--- src/rtl/mrv32_pkg.sv ---
// Shared RV32I decode definitions: base opcodes and the immediate format selector.
// Used by the decode/issue stage and its immediate generator.
package mrv32_pkg;

    localparam logic [6:0] OP_LUI    = 7'b0110111;
    localparam logic [6:0] OP_AUIPC  = 7'b0010111;
    localparam logic [6:0] OP_JAL    = 7'b1101111;
    localparam logic [6:0] OP_JALR   = 7'b1100111;
    localparam logic [6:0] OP_BRANCH = 7'b1100011;
    localparam logic [6:0] OP_LOAD   = 7'b0000011;
    localparam logic [6:0] OP_STORE  = 7'b0100011;
    localparam logic [6:0] OP_IMM    = 7'b0010011;
    localparam logic [6:0] OP_OP     = 7'b0110011;
    localparam logic [6:0] OP_FENCE  = 7'b0001111;

    typedef enum logic [2:0] {
        FMT_R,
        FMT_I,
        FMT_S,
        FMT_B,
        FMT_U,
        FMT_J,
        FMT_NONE
    } imm_fmt_e;

endpackage

--- src/rtl/mrv32_imm_gen.sv ---
// RV32I immediate extraction; purely combinational, zero latency, no flow control.
// The opcode bits are not needed here, so only instr[31:7] is taken.
module mrv32_imm_gen
    import mrv32_pkg::*;
(
    input  logic [31:7] instr,
    input  imm_fmt_e    fmt,
    output logic [31:0] imm
);

    always_comb begin
        imm = 32'd0;
        unique case (fmt)
            FMT_I: imm = {{20{instr[31]}}, instr[31:20]};
            FMT_S: imm = {{20{instr[31]}}, instr[31:25], instr[11:7]};
            FMT_B: imm = {{19{instr[31]}}, instr[31], instr[7], instr[30:25], instr[11:8], 1'b0};
            FMT_U: imm = {instr[31:12], 12'd0};
            FMT_J: imm = {{11{instr[31]}}, instr[31], instr[19:12], instr[20], instr[30:21], 1'b0};
            default: imm = 32'd0;
        endcase
    end

endmodule

--- src/rtl/mrv32_decode_issue.sv ---
// RV32I decode/issue: 1-cycle latency into a single ID/EX entry with a busy scoreboard.
// if_ready drops on RAW/WAW hazard, flush, or a full entry that execute is not consuming.
module mrv32_decode_issue
    import mrv32_pkg::*;
#(
    parameter int          XLEN     = 32,
    parameter logic [31:0] RESET_PC = 32'h0
) (
    input  logic            clk,
    input  logic            rst,
    input  logic            if_valid,
    output logic            if_ready,
    input  logic [31:0]     if_instr,
    input  logic [31:0]     if_pc,
    output logic [4:0]      rs1_addr,
    output logic [4:0]      rs2_addr,
    input  logic [XLEN-1:0] rs1_data,
    input  logic [XLEN-1:0] rs2_data,
    input  logic            wb_wen,
    input  logic [4:0]      wb_rd,
    input  logic [XLEN-1:0] wb_data,
    input  logic            flush,
    output logic            id_valid,
    input  logic            id_ready,
    output logic [31:0]     id_pc,
    output logic [31:0]     id_instr,
    output logic [XLEN-1:0] id_rs1_val,
    output logic [XLEN-1:0] id_rs2_val,
    output logic [31:0]     id_imm,
    output logic [4:0]      id_rd,
    output logic            id_rd_wen,
    output logic            id_illegal
);

    logic [6:0]      opcode;
    logic [4:0]      rd;
    imm_fmt_e        fmt;
    logic            legal;
    logic            rs1_used, rs2_used, rd_wen;
    logic            haz_rs1, haz_rs2, haz_waw, hazard, accept;
    logic [XLEN-1:0] op1, op2;
    logic [31:0]     imm;

    logic            id_valid_q,   id_valid_d;
    logic [31:0]     id_pc_q,      id_pc_d;
    logic [31:0]     id_instr_q,   id_instr_d;
    logic [XLEN-1:0] id_rs1_val_q, id_rs1_val_d;
    logic [XLEN-1:0] id_rs2_val_q, id_rs2_val_d;
    logic [31:0]     id_imm_q,     id_imm_d;
    logic [4:0]      id_rd_q,      id_rd_d;
    logic            id_rd_wen_q,  id_rd_wen_d;
    logic            id_illegal_q, id_illegal_d;
    logic [31:0]     busy_q,       busy_d;

    assign opcode   = if_instr[6:0];
    assign rd       = if_instr[11:7];
    assign rs1_addr = if_instr[19:15];
    assign rs2_addr = if_instr[24:20];

    always_comb begin
        fmt   = FMT_NONE;
        legal = 1'b1;
        unique case (opcode)
            OP_OP:                    fmt = FMT_R;
            OP_IMM, OP_LOAD, OP_JALR: fmt = FMT_I;
            OP_STORE:                 fmt = FMT_S;
            OP_BRANCH:                fmt = FMT_B;
            OP_LUI, OP_AUIPC:         fmt = FMT_U;
            OP_JAL:                   fmt = FMT_J;
            OP_FENCE:                 fmt = FMT_NONE;
            default:                  legal = 1'b0;
        endcase
    end

    assign rs1_used = (fmt == FMT_R) || (fmt == FMT_I) || (fmt == FMT_S) || (fmt == FMT_B);
    assign rs2_used = (fmt == FMT_R) || (fmt == FMT_S) || (fmt == FMT_B);
    assign rd_wen   = ((fmt == FMT_R) || (fmt == FMT_I) || (fmt == FMT_U) || (fmt == FMT_J))
                      && (rd != 5'd0);

    mrv32_imm_gen u_imm_gen (
        .instr (if_instr[31:7]),
        .fmt   (fmt),
        .imm   (imm)
    );

    // A register being written back this cycle is no longer a hazard: its value comes from wb_data.
    assign haz_rs1 = rs1_used && (rs1_addr != 5'd0) && busy_q[rs1_addr]
                     && !(wb_wen && (wb_rd == rs1_addr));
    assign haz_rs2 = rs2_used && (rs2_addr != 5'd0) && busy_q[rs2_addr]
                     && !(wb_wen && (wb_rd == rs2_addr));
    assign haz_waw = rd_wen && busy_q[rd] && !(wb_wen && (wb_rd == rd));
    assign hazard  = haz_rs1 || haz_rs2 || haz_waw;

    assign if_ready = (!id_valid_q || id_ready) && !hazard && !flush;
    assign accept   = if_valid && if_ready;

    always_comb begin
        op1 = '0;
        op2 = '0;
        if (rs1_used) begin
            op1 = (wb_wen && (wb_rd == rs1_addr) && (rs1_addr != 5'd0)) ? wb_data : rs1_data;
        end
        if (rs2_used) begin
            op2 = (wb_wen && (wb_rd == rs2_addr) && (rs2_addr != 5'd0)) ? wb_data : rs2_data;
        end
    end

    always_comb begin
        busy_d = busy_q;
        if (wb_wen && (wb_rd != 5'd0)) begin
            busy_d[wb_rd] = 1'b0;
        end
        // A killed entry will never write back, so release its destination.
        if (flush && id_valid_q && id_rd_wen_q) begin
            busy_d[id_rd_q] = 1'b0;
        end
        if (accept && rd_wen) begin
            busy_d[rd] = 1'b1;
        end
        busy_d[0] = 1'b0;
    end

    always_comb begin
        id_valid_d   = id_valid_q;
        id_pc_d      = id_pc_q;
        id_instr_d   = id_instr_q;
        id_rs1_val_d = id_rs1_val_q;
        id_rs2_val_d = id_rs2_val_q;
        id_imm_d     = id_imm_q;
        id_rd_d      = id_rd_q;
        id_rd_wen_d  = id_rd_wen_q;
        id_illegal_d = id_illegal_q;
        if (flush) begin
            id_valid_d = 1'b0;
        end else if (accept) begin
            id_valid_d = 1'b1;
        end else if (id_ready) begin
            id_valid_d = 1'b0;
        end
        if (accept) begin
            id_pc_d      = if_pc;
            id_instr_d   = if_instr;
            id_rs1_val_d = op1;
            id_rs2_val_d = op2;
            id_imm_d     = imm;
            id_rd_d      = rd;
            id_rd_wen_d  = rd_wen && legal;
            id_illegal_d = !legal;
        end
    end

    always_ff @(posedge clk) begin
        if (rst) begin
            id_valid_q   <= 1'b0;
            id_pc_q      <= RESET_PC;
            id_instr_q   <= '0;
            id_rs1_val_q <= '0;
            id_rs2_val_q <= '0;
            id_imm_q     <= '0;
            id_rd_q      <= '0;
            id_rd_wen_q  <= 1'b0;
            id_illegal_q <= 1'b0;
            busy_q       <= '0;
        end else begin
            id_valid_q   <= id_valid_d;
            id_pc_q      <= id_pc_d;
            id_instr_q   <= id_instr_d;
            id_rs1_val_q <= id_rs1_val_d;
            id_rs2_val_q <= id_rs2_val_d;
            id_imm_q     <= id_imm_d;
            id_rd_q      <= id_rd_d;
            id_rd_wen_q  <= id_rd_wen_d;
            id_illegal_q <= id_illegal_d;
            busy_q       <= busy_d;
        end
    end

    assign id_valid   = id_valid_q;
    assign id_pc      = id_pc_q;
    assign id_instr   = id_instr_q;
    assign id_rs1_val = id_rs1_val_q;
    assign id_rs2_val = id_rs2_val_q;
    assign id_imm     = id_imm_q;
    assign id_rd      = id_rd_q;
    assign id_rd_wen  = id_rd_wen_q;
    assign id_illegal = id_illegal_q;

endmodule

--- config.mk ---
export PLATFORM = sky130hd
export DESIGN_NAME = mrv32_decode_issue
export DESIGN_NICKNAME = d
export VERILOG_FILES = /design/src/rtl/mrv32_pkg.sv /design/src/rtl/mrv32_imm_gen.sv /design/src/rtl/mrv32_decode_issue.sv
export SDC_FILE = /design/constraint.sdc
export NUM_CORES = 1
export LEC_CHECK = 0
export BUFFER_PORTS_ARGS = -buffer_cell sky130_fd_sc_hd__buf_4
export CORE_MARGIN = 2
export CORE_UTILIZATION = 25
export DETAILED_ROUTE_END_ITERATION = 16
export PLACE_DENSITY = 0.52
export REMOVE_ABC_BUFFERS = 1
export SYNTH_ARGS = -nofsm -noshare
export SYNTH_HDL_FRONTEND = slang
export SYNTH_HIERARCHICAL = 1
export SYNTH_SLANG_ARGS = --single-unit
export TNS_END_PERCENT = 20
--- constraint.sdc ---
create_clock -name clk -period 6.1 [get_ports clk]
set_input_delay 1.22 -clock clk [delete_from_list [all_inputs] [get_ports clk]]
set_output_delay 1.22 -clock clk [all_outputs]
set_load 0.02 [all_outputs]
==> Yosys cells after proc, flatten, opt, wreduce, memory -nomap -nowiden <==
Cells that the tools add are included.
Widths: inputs -> output; s select.
{ "classes": {"n_lt_le_gt_ge": 8, "eq_ne": 18, "muxes": 24, "bitwise_logic": 5, "reduce_logical": 52} }
{ "ops": {"columns": ["operator", "count"], "rows": [
  ["$mux 32", 7],
  ["$pmux 32 s5", 1],
  ["$and 32x32->32", 2],
  ["$not 32->32", 2],
  ["$or 32x32->32", 1],
  ["$lt 5x6->1 const B", 5],
  ["$logic_and 1x1->1", 25],
  ["$eq 7x6->1 const B", 3],
  ["$eq 7x7->1 const B", 3],
  ["$reduce_bool 5->1", 4],
  ["$pmux 3 s6", 1],
  ["$bmux 1 s5", 3],
  ["$demux 1 s5", 3],
  ["$eq 5x5->1", 3],
  ["$ge 5x1->1 const B", 3],
  ["$eq 7x5->1 const B", 2],
  ["$logic_or 1x1->1", 10],
  ["$reduce_or 10->1", 1],
  ["$mux 1", 9],
  ["$eq 7x2->1 const B", 1],
  ["$eq 7x4->1 const B", 1],
  ["$logic_not 1->1", 7],
  ["$eq 3x2->1 const B", 2],
  ["$eq 3x3->1 const B", 2],
  ["other kinds (5)", 6]
]} }
{ "word_totals": {"reg_bits": 200, "input_bits": 171, "output_inout_bits": 179, "elab_cells": 118} }

==> Logic depth before layout (Yosys ltp) <==
{ "depth": {"depth_word": 18, "ltp_mapped": 12, "ltp_nobuf": 9} }

==> Cells and area by module <==
The synthesis kept the hierarchy.
{ "by_module_without_submodules": {"columns": ["module", "n_inst", "cells_each", "area_each_um2", "seq_area_each_um2"], "rows": [
  ["mrv32_decode_issue", 1, 1127, 10960.5, 3883.7],
  ["mrv32_imm_gen", 1, 66, 390.4, 0.0]
]} }

==> Worst setup path after synthesis <==
OpenSTA, ideal clock, no wires.
{ "synth_path": {"kind": "input -> output", "start": "input port if_instr[22]", "end": "output port if_ready", "arrival_ps": 2827, "required_time_ps": 4880, "slack_ps": 2053, "cell_stages": 6, "path_buffers": 1, "path_cell_list": "buf_6 -> mux4_2 -> mux4_2 -> nand4_1 -> o2111ai_1 -> nor2_1"} }
{ "synth_via": {"elab_chain_cells": 9, "elab_cells_between_ends": 14, "cone_classes": "eq/ne: 1; mux: 2; reduce/logical: 11"} }
{ "synth_rtl": {"columns": ["item", "line_no", "source"], "rows": [
  ["start, declared", "mrv32_decode_issue.sv:13", "input logic [31:0] if_instr,"],
  ["$bmux 1 s5 (tied with other cells)", "mrv32_decode_issue.sv:89", "assign haz_rs2 = rs2_used && (rs2_addr != 5'd0) && busy_q[rs2_addr]"],
  ["$mux 1 (not written as such) (tied with other cells)", "mrv32_decode_issue.sv:89", null],
  ["$logic_and 1x1->1 or $logic_not 1->1 (tied branches)", "mrv32_decode_issue.sv:89, mrv32_decode_issue.sv:90", null],
  ["$logic_and 1x1->1 *", "mrv32_decode_issue.sv:90", "&& !(wb_wen && (wb_rd == rs2_addr));"],
  ["$logic_or 1x1->1 * (2 in a row)", "mrv32_decode_issue.sv:92", "assign hazard = haz_rs1 || haz_rs2 || haz_waw;"],
  ["$logic_not 1->1 *", "mrv32_decode_issue.sv:94", "assign if_ready = (!id_valid_q || id_ready) && !hazard && !flush;"],
  ["$logic_and 1x1->1 * (2 in a row)", "mrv32_decode_issue.sv:94", null],
  ["end, declared", "mrv32_decode_issue.sv:12", "output logic if_ready,"]
]} }
Mark *: on every way between the ends. The rest lies on a longest branch, timed or not. The select of a mux whose other input is x is not followed.

==> Final worst setup path <==
Same ends and word-level chain as after synthesis.

==> results.yml <==
cells_and_area:
  synthToLayoutAreaGrowth_pct: 30.9
  num-fill-cells: 4698
  most-common-layout-cells: "buf_4, nand2b_1, dfxtp_1"
  final_layout_size_suffix_gt1_frac: 0.342
  final_net_count: 1624
  final_cells: 2066
  multiInputGateArea_mm2: 0.00689
  final-seq-area_mm2: 0.00388
  layout_commonest_cell: "buf_4"
  antenna-diode-count: 0
pwr:
  total_power_mw: 3.02
  power.internal_mw: 2.17
  switching_share: 0.280
  power.static_leakage_nw: 6.01
  power_frac_clock: 0.411
  power.share.sequential: 0.435
  power_per_cell_area_mw_per_mm2: 203
  vdd_ir_drop_max_mv: 0.145
  combPwrFrac: 0.155
  total_switching_power_uw: 843
timing:
  worst_slack_ps: 1450
  final-max-slew-violation-count: 0
  whs_ps: 474
  timing.final.setup_violations: 0
  post_layout_minimum_cycle_time_ps: 4650
  unrepaired_setup_endpoints_after_global_routing: "false"
  hold_violations_final: 0
  clock.fmax_ghz: 0.215
  max_transition_margin: 0.403
  fin_skew_ps: 17.6
  fin_crit_sh: 0.762
  worst_pin_slew_ps: 894
setup_path:
  cp-start-kind: "input port"
  criticalPathCategory: "in2out"
  timing.critical_path.max_delay_family: "multiplexers"
  critical_path.n_buffers_inverters: 2
  critical_path.most_common_cell: "buf_4"
  crit_arrival_ps: 3430
  critical_path.slowest_cell: "mux4_1"
  reg2reg_setup_slack_ps: 2790
  required_ps: 4880
  worstSetupEndpointType: "output pin"
  cp_max_fo: 15
  slowest_delay_ps: 580
  ordered_list_of_cells_on_the_worst_path: "buf_4, mux4_1, mux4_2, nand4_1, o2111ai_1, nor2_1, buf_4"
global_routing:
  globalRoute.totalOverflow: 0
  grt_first_pass_wirelength_mm: 57.4
  initial_antenna_violation_count: 0
  grt_start_max_net_pins: 121
  vias_in_the_first_global_route: 9726
  grt.total_usage: 0.159
synth:
  fraction_of_the_mapped_netlist_area_in_compound_gates: 0.0885
  synth-edff-count: 0
  ys.warnings.count: 6
  synth_adder_area_share: 0
  synth_area_mm2: 0.0114
  synth_ff_type: "dfxtp_1"
  ys_ff_latch: 194
  synth_mux_area_frac: 0.258
  synth_top_family_by_area: "multiplexers"
  syn-instance-count: 1193
  asyncSetResetFlopFracSynth: 0
  synthXorXnorAreaFrac: 0.0116
  synth-seq-area-share: 0.342
  post_synth_and_or_nand_nor_area_fraction: 0.246
  synthDistinctLibCells: 64
  syn_avg_cell_area_um2: 9.51
clock_tree:
  post_cts_buffers: 0
  cts_repair_resize_count: 0
  hold_fix_buffer_count_after_cts: 0
  clockRootBuffer: "clkbuf_16"
  cts.path.max_buffers: 2
  latest_clock_arrival_within_the_worst_skew_pair_ps: 490
  cts_htree_levels: 4
  clkTransAtPathRegs_ps: 80
  cts_buffers: 17
  tritoncts_num_sinks: 194
  cts_tree: "built"
placement:
  globalplace.congestion: 0.819
  port_buffers: 349
  placed_cells_incl_taps: 2034
  detailedPlace.worstSlack_ps: 1470
  dp.final_hpwl_mm: 26.0
routing:
  detailroute.via_count: 9727
  route.antenna.remaining_nets: 0
  post_drt_via_cell_ratio: 4.71
  drt_iter0_drc: 503
  dr.pass1.iters: 4
  drc: 0
  post_dr_wirelength_cell_um: 18.2
  routed_wirelength_mm: 37.5
die:
  initial_utilization: 0.252
  die_area_mm2: 0.0471
  core.rowCount: 78
  die-height_um: 217
  design.portCount: 350
  floorplan.core_area_mm2: 0.0451
  die_width_um: 217
flow_run:
  number_of_max_cap_violations: 0
run_status:
  run_status: "completed"
worst_hold_path:
  holdCritPathClass: "reg2reg"
-- path summary, 6_finish.rpt --
| check | startpoint | to | cells after the start |
|---|---|---|---|
| hold / removal | id_imm[30] | id_imm[30] | 2 |
| setup / recovery | if_instr[22] | if_ready | 7 |
| setup reg to reg | busy_q[29] | id_rs2_val[28] | 8 |
| hold reg to reg | id_imm[30] | id_imm[30] | 2 |
-- state kept, by name (all words and copies together), names as in the netlist, 31 cells and up --
register	count
busy_q	31
id_imm	32
id_instr	32
id_rs1_val	32
id_pc	32
id_rs2_val	32
-- worst min-delay path, stage by stage (launching register included) --
cell and delay [ps]:
dfxtp_1 320, nand2b_1 60, mux2i_1 50
-- logic make-up after synthesis --
logic type | after synthesis
simple gates | 483
xor+xnor | 15
buf+inv | 123
flops | 194
compound gates | 120
mux | 258
-- power by group through the flow --
stage / Combinational (mW) / Sequential, mW / Clock (mW)
final: 0.466 / 1.31 / 1.24
after global routing: 0.501 / 1.32 / 1.33
after CTS: 0.470 / 1.31 / 1.28
after detailed placement: 0.470 / 1.34 / 0
after global placement: 0.466 / 1.34 / 0
after floorplan: 0.195 / 1.37 / 0
-- routing by layer --
| metal | wire [um] | share of wire | vias up | track usage |
|---|---|---|---|---|
| li1 | - | - | 4663 | - |
| met1 | 16600 | 0.44 | 4705 | 0.203 |
| met2 | 17600 | 0.47 | 319 | 0.252 |
| met3 | 2540 | 0.068 | 40 | 0.0426 |
| met4 | 872 | 0.023 | 0 | 0.0658 |
| met5 | 0 | 0 | - | 0 |
-- cell usage after synthesis, types with 3 or more instances --
library cell,number,area [um^2]
a211oi_1,3,22.5
a21o_1,9,67.6
a21oi_1,6,30.0
a22o_1,3,26.3
and2_1,7,43.8
buf_2,22,110
buf_4,20,150
buf_6,6,67.6
clkbuf_1,69,259
dfxtp_1,194,3880
inv_1,4,15.0
mux2_2,66,743
mux2i_1,171,1710
mux4_2,18,405
nand2_1,27,101
nand2b_1,203,1270
nand3_1,8,40.0
nand3b_1,13,97.6
nand4_1,3,18.8
nor2_1,83,312
nor2b_1,102,638
nor3_1,4,20.0
nor3b_1,3,22.5
o21ai_0,12,60.1
o21ai_1,3,15.0
o221ai_1,31,272
o41ai_1,23,201
o41ai_2,8,130
or2_2,4,25.0
or3_1,6,37.5
or3b_2,8,70.1
xnor2_1,7,61.3
xor2_1,8,70.1
-- area by class of cell --
cell class | instances | share of cell area
clock buffer | 20 | 0.0301
clock inverter | 12 | 0.0113
inverter | 4 | 0.00101
multi-input combinational | 876 | 0.463
sequential | 194 | 0.261
tap | 600 | 0.0505
timing repair buffer | 360 | 0.182
-- stage by stage --
step           setup TNS (ps)  cell area, um^2  utilization
3_5_place_dp                0            14200        0.316
4_1_cts                     0            14900        0.329
5_1_grt                     0            14900        0.329
3_3_place_gp                0            14200        0.316
6_report                    0            14900        0.329
2_1_floorplan         -295080            10800            -
Note: power is estimated with default switching activity, not from simulation.
